==> config.mk <==
export PLATFORM = sky130hd
export DESIGN_NAME = uart_rx_word_asm
export DESIGN_NICKNAME = d
export VERILOG_FILES = /design/src/rtl/uart_pkg.sv /design/src/rtl/uart_idle_timer.sv /design/src/rtl/uart_rx_word_asm.sv
export SDC_FILE = /design/constraint.sdc
export NUM_CORES = 1
export LEC_CHECK = 0
export ABC_AREA = 1
export CORE_MARGIN = 2
export CORE_UTILIZATION = 55
export CTS_CLUSTER_SIZE = 10
export DETAILED_ROUTE_END_ITERATION = 10
export PLACE_DENSITY_LB_ADDON = 0.12
export SYNTH_ARGS = -nofsm -noshare
export SYNTH_HDL_FRONTEND = slang
export SYNTH_SLANG_ARGS = --single-unit
export TNS_END_PERCENT = 50
==> constraint.sdc <==
create_clock -name clk -period 2.9 [get_ports clk]
set_clock_uncertainty 0.05 [all_clocks]
set_input_delay 0.29 -clock clk [delete_from_list [all_inputs] [get_ports clk]]
set_output_delay 0.29 -clock clk [all_outputs]
set_load 0.05 [all_outputs]
==> src/rtl/uart_pkg.sv <==
// uart_pkg: shared UART constants, endianness codes, output-state encoding, index-width helper
package uart_pkg;
  localparam int UART_BYTE_W = 8;
  localparam int ENDIAN_LITTLE = 0;
  localparam int ENDIAN_BIG = 1;
  typedef enum logic {OUT_EMPTY = 1'b0, OUT_FULL = 1'b1} out_state_e;
  function automatic int idx_w(input int n);
    return (n > 1) ? $clog2(n) : 1;
  endfunction
endpackage

==> src/rtl/uart_idle_timer.sv <==
// uart_idle_timer: idle counter with clear/enable and a terminal-count flag
// Ports: clk, rst (async high), clr_i (restart count), en_i (count while high), tc_o (count == CYCLES-1 while enabled)
module uart_idle_timer #(
  parameter int CYCLES = 100000
) (
  input  logic clk,
  input  logic rst,
  input  logic clr_i,
  input  logic en_i,
  output logic tc_o
);
  localparam int CW = (CYCLES > 1) ? $clog2(CYCLES) : 1;
  logic [CW-1:0] cnt_q, cnt_d;
  assign tc_o = en_i && (cnt_q == CW'(CYCLES - 1));
  always_comb cnt_d = (clr_i || !en_i || tc_o) ? '0 : cnt_q + 1'b1;
  always_ff @(posedge clk or posedge rst)
    if (rst) cnt_q <= '0;
    else cnt_q <= cnt_d;
endmodule

==> src/rtl/uart_rx_word_asm.sv <==
// uart_rx_word_asm: assembles BYTES_PER_WORD uart_rx bytes into a double-buffered word with valid/ready output
// Ports: clk, rst (async high), rx_done/rx_byte (byte strobe), flush (drop partial word),
//   word_data/word_valid/word_ready (output handshake), byte_idx (bytes held), overrun/timeout (1-cycle pulses)
// Optional: define UART_RX_WORD_ASM_TIMEOUT_EN to discard partial words after TIMEOUT_CYCLES idle cycles
module uart_rx_word_asm
  import uart_pkg::*;
#(
  parameter int BYTES_PER_WORD = 4,
  parameter int BIG_ENDIAN = ENDIAN_LITTLE,
  parameter int TIMEOUT_CYCLES = 100000
) (
  input  logic                                  clk,
  input  logic                                  rst,
  input  logic                                  rx_done,
  input  logic [UART_BYTE_W-1:0]                rx_byte,
  input  logic                                  flush,
  output logic [UART_BYTE_W*BYTES_PER_WORD-1:0] word_data,
  output logic                                  word_valid,
  input  logic                                  word_ready,
  output logic [idx_w(BYTES_PER_WORD)-1:0]      byte_idx,
  output logic                                  overrun,
  output logic                                  timeout
);
  localparam int W = UART_BYTE_W * BYTES_PER_WORD;
  localparam int IW = idx_w(BYTES_PER_WORD);
  localparam int LAST = BYTES_PER_WORD - 1;
  logic [IW-1:0] idx_q, idx_d, idx_cur;
  logic [W-1:0] asm_q, asm_d, asm_cur, asm_fill, word_q;
  out_state_e state_q;
  logic overrun_q, timeout_q, tmo, take, done;
  int slot;
`ifdef UART_RX_WORD_ASM_TIMEOUT_EN
  uart_idle_timer #(.CYCLES(TIMEOUT_CYCLES)) u_idle_timer (
    .clk  (clk),
    .rst  (rst),
    .clr_i(rx_done || flush),
    .en_i (idx_q != '0),
    .tc_o (tmo)
  );
`else
  logic unused_timeout_cycles;
  assign unused_timeout_cycles = ^TIMEOUT_CYCLES;
  assign tmo = 1'b0;
`endif
  // A timeout discards the partial word in the same cycle, so a coincident byte starts a fresh word.
  always_comb begin
    idx_cur = tmo ? '0 : idx_q;
    asm_cur = tmo ? '0 : asm_q;
    slot = (BIG_ENDIAN == ENDIAN_BIG) ? LAST - int'(idx_cur) : int'(idx_cur);
    asm_fill = asm_cur;
    for (int k = 0; k < BYTES_PER_WORD; k++)
      if (k == slot) asm_fill[k*UART_BYTE_W +: UART_BYTE_W] = rx_byte;
    take = rx_done && !flush;
    done = take && (int'(idx_cur) == LAST);
    idx_d = (flush || done) ? '0 : take ? idx_cur + 1'b1 : idx_cur;
    asm_d = (flush || done) ? '0 : take ? asm_fill : asm_cur;
  end
  // Completion loads the output reg if it is empty or being drained this cycle; otherwise the new word is dropped.
  always_ff @(posedge clk or posedge rst)
    if (rst) begin
      state_q <= OUT_EMPTY;
      word_q <= '0;
      idx_q <= '0;
      asm_q <= '0;
      overrun_q <= 1'b0;
      timeout_q <= 1'b0;
    end else begin
      idx_q <= idx_d;
      asm_q <= asm_d;
      timeout_q <= tmo && !flush;
      overrun_q <= done && (state_q == OUT_FULL) && !word_ready;
      if (done && (state_q == OUT_EMPTY || word_ready)) begin
        word_q <= asm_fill;
        state_q <= OUT_FULL;
      end else if (state_q == OUT_FULL && word_ready) begin
        state_q <= OUT_EMPTY;
      end
    end
  assign word_data = word_q;
  assign word_valid = (state_q == OUT_FULL);
  assign byte_idx = idx_q;
  assign overrun = overrun_q;
  assign timeout = timeout_q;
endmodule

==> results of run 1 <==
power groups by stage:
stage                     combinational, mW  sequential [mW]  clock, mW
final                                 0.319             1.01      0.800
after CTS                             0.321             1.01      0.812
after global routing                  0.350             1.02      0.852
after detailed placement              0.320             1.03          0
after global placement                0.317             1.03          0
after floorplan                       0.120             1.12          0
stage by stage:
stage | hold slack (ps) | total power [mW] | area [sq um] | std cells
6_report | 283 | 2.13 | 3830 | 527
5_1_grt | 353 | 2.22 | 3830 | 527
4_1_cts | 291 | 2.15 | 3830 | 527
3_5_place_dp | 408 | 1.35 | 3620 | 511
3_3_place_gp | 404 | 1.35 | 3620 | 511
2_1_floorplan | 313 | 1.24 | 3150 | 406
logic make-up (layout without fill, tap and decap cells):
group | count (synthesis) | after routing | share of synthesized area
other cells | 1 | 1 | 0.00119
simple gates | 302 | 302 | 0.383
compound gates | 1 | 1 | 0.00159
buf+inv | 30 | 79 | 0.0573
flops | 68 | 68 | 0.541
fa+ha+maj | 4 | 4 | 0.0159
critical path, cell delays in order (launching register included):
cell and delay, ps:
dfrtp_1 460, ha_1 180, buf_4 180, nand2_4 80, nor2_4 450, nand2_4 360
nand2_1 170, nand2_1 60
layer usage:
layer  share of wire  vias up
li1                -     1319
met1            0.46     1262
met2            0.44       89
met3           0.075       14
met4           0.025        0
met5               0        -
cell usage after synthesis, drive strengths merged:
master  number  area (sq um)
nor3         1          5.00
a21oi        1          5.00
nor2         3          26.3
nand2      266          1010
buf         20           143
inv         10          37.5
ha           4          50.1
conb         1          3.75
dfrtp       68          1700
nand3       32           160
layout make-up:
| type | instances | area [sq um] | share of cell area |
|---|---|---|---|
| inverter | 10 | 37.5 | 0.00981 |
| multi-input combinational | 308 | 1260 | 0.330 |
| clock inverter | 4 | 47.5 | 0.0124 |
| sequential | 68 | 1700 | 0.445 |
| clock buffer | 12 | 155 | 0.0405 |
| tap | 72 | 90.1 | 0.0235 |
| timing repair buffer | 53 | 531 | 0.139 |
worst max-delay path by stage:
| stage | startpoint | end | depth (start not counted) |
|---|---|---|---|
| after floorplan | rst | asm_cur[0]$_DFFE_PP0P_ | 1 |
| after global placement | rx_done | word_data[2]$_DFFE_PP0P_ | 6 |
| after detailed placement | rx_done | word_data[24]$_DFFE_PP0P_ | 6 |
| after CTS | byte_idx[0]$_DFFE_PP0P_ | word_data[24]$_DFFE_PP0P_ | 7 |
| after global routing | byte_idx[0]$_DFFE_PP0P_ | word_data[10]$_DFFE_PP0P_ | 7 |
| final | byte_idx[0]$_DFFE_PP0P_ | word_data[24]$_DFFE_PP0P_ | 7 |
flip-flops by register name, summed over array words and instances (netlist names):
name	count
byte_idx	2
asm_cur	32
word_data	32
overrun	1
word_valid	1
==> impl_metrics.py, run 1 <==
metrics = {
    "cells_and_area": {
        "nets": 467,
        "area_growth_pct": 21.6,
        "layout_common_cells": "nand2_1 (264), dfrtp_1 (68), clkdlybuf4s50_1 (48), nand3_1 (32), clkbuf_8 (11)",
        "final_common_cell": "nand2_1",
        "antennaDiodeCount": 0,
        "n_fill_cell": 476,
        "drive_above_1_share": 0.0549,
        "utilization": 0.695,
    },
    "synthesis": {
        "avgSynthCellArea_sq_um": 7.75,
        "syn-num-nets": 423,
        "yosysSeqAreaShare": 0.541,
        "yosysWarningCount": 0,
        "ys_seq_elements": 68,
        "syn_inst": 406,
        "netlist_area_sq_um": 3150,
        "yosysUniqueCellTypes": 14,
    },
    "power_and_ir_drop": {
        "p_sw_mw": 0.604,
        "ir_drop_v": 0.000379,
        "combinationalPowerShare": 0.150,
        "power_per_cell_area_nw_per_um2": 557,
        "intPower_mw": 1.53,
        "seqPwrFrac": 0.475,
        "clkPwrFrac": 0.375,
        "p_sw_frac": 0.283,
        "p_leak_nw": 2.15,
    },
    "setup_path": {
        "critPathArrivalTime_ps": 2270,
        "r2r-start": "byte_idx[0]$_DFFE_PP0P_",
        "r2r_cells": 7,
        "critical_path_class": "register to register",
        "rr_endpoint": "word_data[24]$_DFFE_PP0P_",
        "crit_required_ps": 3090,
        "critical_path.max_fanout": 33,
        "cp-start-kind": "register",
        "crit_path_end_kind": "register",
        "reg2reg_slack_ps": 820,
    },
    "sta": {
        "hold_viol": 0,
        "rsz0062_at_grt": "no",
        "fin_setup_tns_ps": 0,
        "fmax_ghz": 0.480,
        "fin_crit_ps": 2080,
        "fin_crit_sh": 0.718,
        "finalMaxSlewViolations": 0,
        "fin_ws_ps": 818,
        "setup_viol": 0,
        "relSlewSlack": 0.491,
        "worstMarginPinSlew_ps": 762,
    },
    "cts": {
        "cts_tree": "built",
        "clkTransAtPathRegs_ps": 80,
        "post_cts_resized": 0,
        "clk_latency_ps": 350,
        "cts_buffers": 9,
        "clock-sinks": 68,
        "clock_path_buffers": 2,
        "cts_setup_buffers": 0,
        "cts_hold_buf": 0,
        "cts_root_buffer": "clkbuf_8",
        "h-tree-depth": 3,
    },
    "floorplan": {
        "start_util": 0.571,
        "dieArea_sq_um": 6340,
        "num_rows": 27,
        "dieWidth_um": 79.6,
        "die_h_um": 79.6,
        "ios": 50,
        "core-area_sq_um": 5510,
    },
    "routing": {
        "drtIter0Drc": 231,
        "via_per_inst": 5.09,
        "drtAntennaViolNets": 0,
        "dr.pass1.iters": 4,
        "via_count": 2684,
        "drc": 0,
        "wl_um": 7040,
        "wl_per_cell_um": 13.4,
    },
    "grt": {
        "antenna_found_initial": 0,
        "grt_max_degree": 69,
        "gr-total-overflow": 0,
        "met3_usage": 0.0566,
        "grt_usage": 0.250,
        "grt_pass1_wl_um": 12100,
        "busiest_layer": "met2",
        "first_global_vias": 2461,
        "globalRouteMet2Util": 0.366,
        "grt_use_met1": 0.358,
    },
    "run": {
        "maxCapViolCount": 0,
    },
    "place": {
        "hpwlAfterDp_um": 4350,
        "gp_congestion": 0.805,
        "pre_cts_slack_ps": 708,
        "port_buffers": 48,
    },
    "status": {
        "status": "finished clean",
    },
    "hold_path": {
        "hold_path.class": "input pin to async pin",
    },
}
(Power assumes the default switching activity.)
==> run 2: changes to the inputs <==
- CORE_UTILIZATION: 55 -> 48
- clock period: 2.9 -> 1.7 ns (I/O delays scaled with it)
==> run 2 against run 1 <==
Compared with the run above: total power up 61%; first-iteration DRC count down 0.87%; clock power up 45%; largest power group unchanged; maximum frequency is 36% higher; clock-buffer cell count rose by 2; via count decreased by 1.1%.
==> impl_metrics.py, run 2 (synthesis results as in run 1) <==
metrics = {
    "status": {
        "status": "finished clean",
    },
    "setup_path": {
        "critPathArrivalTime_ps": 1720,
        "cp.depth": 6,
        "crit_path_end_kind": "register",
        "crit_path_cell_trace": "ha_1, nand2_4, nor2_4, nand2_4, nand2_1, nand2_1",
        "crit_required_ps": 1880,
        "rr_endpoint": "word_data[16]$_DFFE_PP0P_",
        "crit_family": "simple AND/OR/NAND/NOR gates",
        "r2r-start": "byte_idx[0]$_DFFE_PP0P_",
        "path_buf_inv": 0,
        "r2r_cells": 6,
        "critical_path.max_fanout": 33,
        "cp-start-kind": "register",
        "crit_path_top_delay_cell": "dfrtp_1",
        "cp_slowest_stage_delay_ps": 430,
        "critPathLaunch": "byte_idx[0]$_DFFE_PP0P_",
        "critical_path_class": "register to register",
        "reg2reg_slack_ps": 170,
    },
    "cts": {
        "clk_latency_ps": 340,
        "cts_hold_buf": 0,
        "clock_path_buffers": 2,
        "cts_root_buffer": "clkbuf_8",
        "cts_setup_buffers": 0,
        "clkTransAtPathRegs_ps": 70,
        "cts_tree": "built",
        "h-tree-depth": 3,
        "clock-sinks": 68,
        "cts_buffers": 9,
        "post_cts_resized": 0,
    },
    "floorplan": {
        "dieWidth_um": 85.0,
        "ios": 50,
        "num_rows": 29,
        "die_h_um": 85.0,
        "core-area_sq_um": 6350,
        "start_util": 0.495,
        "dieArea_sq_um": 7220,
    },
    "cells_and_area": {
        "area_growth_pct": 20.8,
        "utilization": 0.599,
        "nets": 478,
        "drive_above_1_share": 0.148,
        "fin_area_sq_um": 3800,
        "layout_common_cells": "nand2_1 (264), dfrtp_1 (68), buf_4 (50), nand3_1 (32), clkdlybuf4s50_1 (12)",
        "antennaDiodeCount": 0,
        "final_common_cell": "nand2_1",
    },
    "grt": {
        "grt_usage": 0.223,
        "first_global_vias": 2631,
        "globalRouteMet2Util": 0.320,
        "busiest_layer": "met1",
        "met3_usage": 0.0370,
        "gr-total-overflow": 0,
        "antenna_found_initial": 0,
        "grt_max_degree": 69,
        "grt_use_met1": 0.337,
        "grt_pass1_wl_um": 12600,
    },
    "place": {
        "hpwlAfterDp_um": 4820,
        "gp_congestion": 0.803,
        "port_buffers": 48,
        "place_area_sq_um": 3640,
    },
    "sta": {
        "fmax_ghz": 0.652,
        "setup_viol": 0,
        "rsz0062_at_grt": "no",
        "finalMaxSlewViolations": 0,
        "fin_crit_sh": 0.903,
        "holdWs_ps": 218,
        "hold_viol": 0,
        "fin_crit_ps": 1530,
    },
    "power_and_ir_drop": {
        "finalPower_mw": 3.44,
        "ir_drop_v": 0.000534,
        "power_per_cell_area_nw_per_um2": 905,
        "p_leak_nw": 2.25,
    },
    "hold_path": {
        "hold_path.class": "input pin to async pin",
    },
    "run": {
        "maxCapViolCount": 0,
    },
    "routing": {
        "wl_per_cell_um": 13.5,
        "drtAntennaViolNets": 0,
        "via_count": 2655,
        "via_per_inst": 4.89,
        "wl_um": 7320,
        "drc": 0,
        "dr.pass1.iters": 4,
        "drtIter0Drc": 229,
    },
}
[run 2: where the power goes]
group	switching, mW	internal [mW]	total, mW	leakage [nW]
logic	0.385	0.167	0.552	1.23
registers	0.0390	1.69	1.73	0.939
clock network	0.593	0.567	1.16	0.0844
total	1.02	2.42	3.44	2.25
[run 2: metal layers]
layer	vias to the layer above	wire length [um]
li1	1350	-
met1	1223	3570
met2	69	3210
met3	13	408
met4	0	136
met5	-	0
[run 2: tightest hold or removal path, cell delays in order]
cell and delay [ps]:
clkdlybuf4s50_1 440, clkinvlp_4 90, buf_12 310
[run 2: worst max-delay path by stage]
stage / endpoint / slack (ps)
after global placement: word_data[20]$_DFFE_PP0P_ / 170
final: word_data[16]$_DFFE_PP0P_ / 170
after detailed placement: word_data[16]$_DFFE_PP0P_ / 90
after CTS: word_data[16]$_DFFE_PP0P_ / 150
after global routing: word_data[16]$_DFFE_PP0P_ / 30
after floorplan: word_data[0]$_DFFE_PP0P_ / -40
[run 2: layout make-up]
cell class	count	area [sq um]
timing repair buffer	64	536
fill	565	2550
multi-input combinational	308	1260
clock buffer	14	153
inverter	10	41.3
tap	77	96.3
sequential	68	1700
clock inverter	2	10.0
[run 2: stage by stage]
stage	setup slack [ps]	setup TNS (ps)	cells
floorplan	-35.2	-1020	406
finish	165	0	543
global placement	169	0	527
detailed placement	92.7	0	527
CTS	154	0	543
global route	27.1	0	543
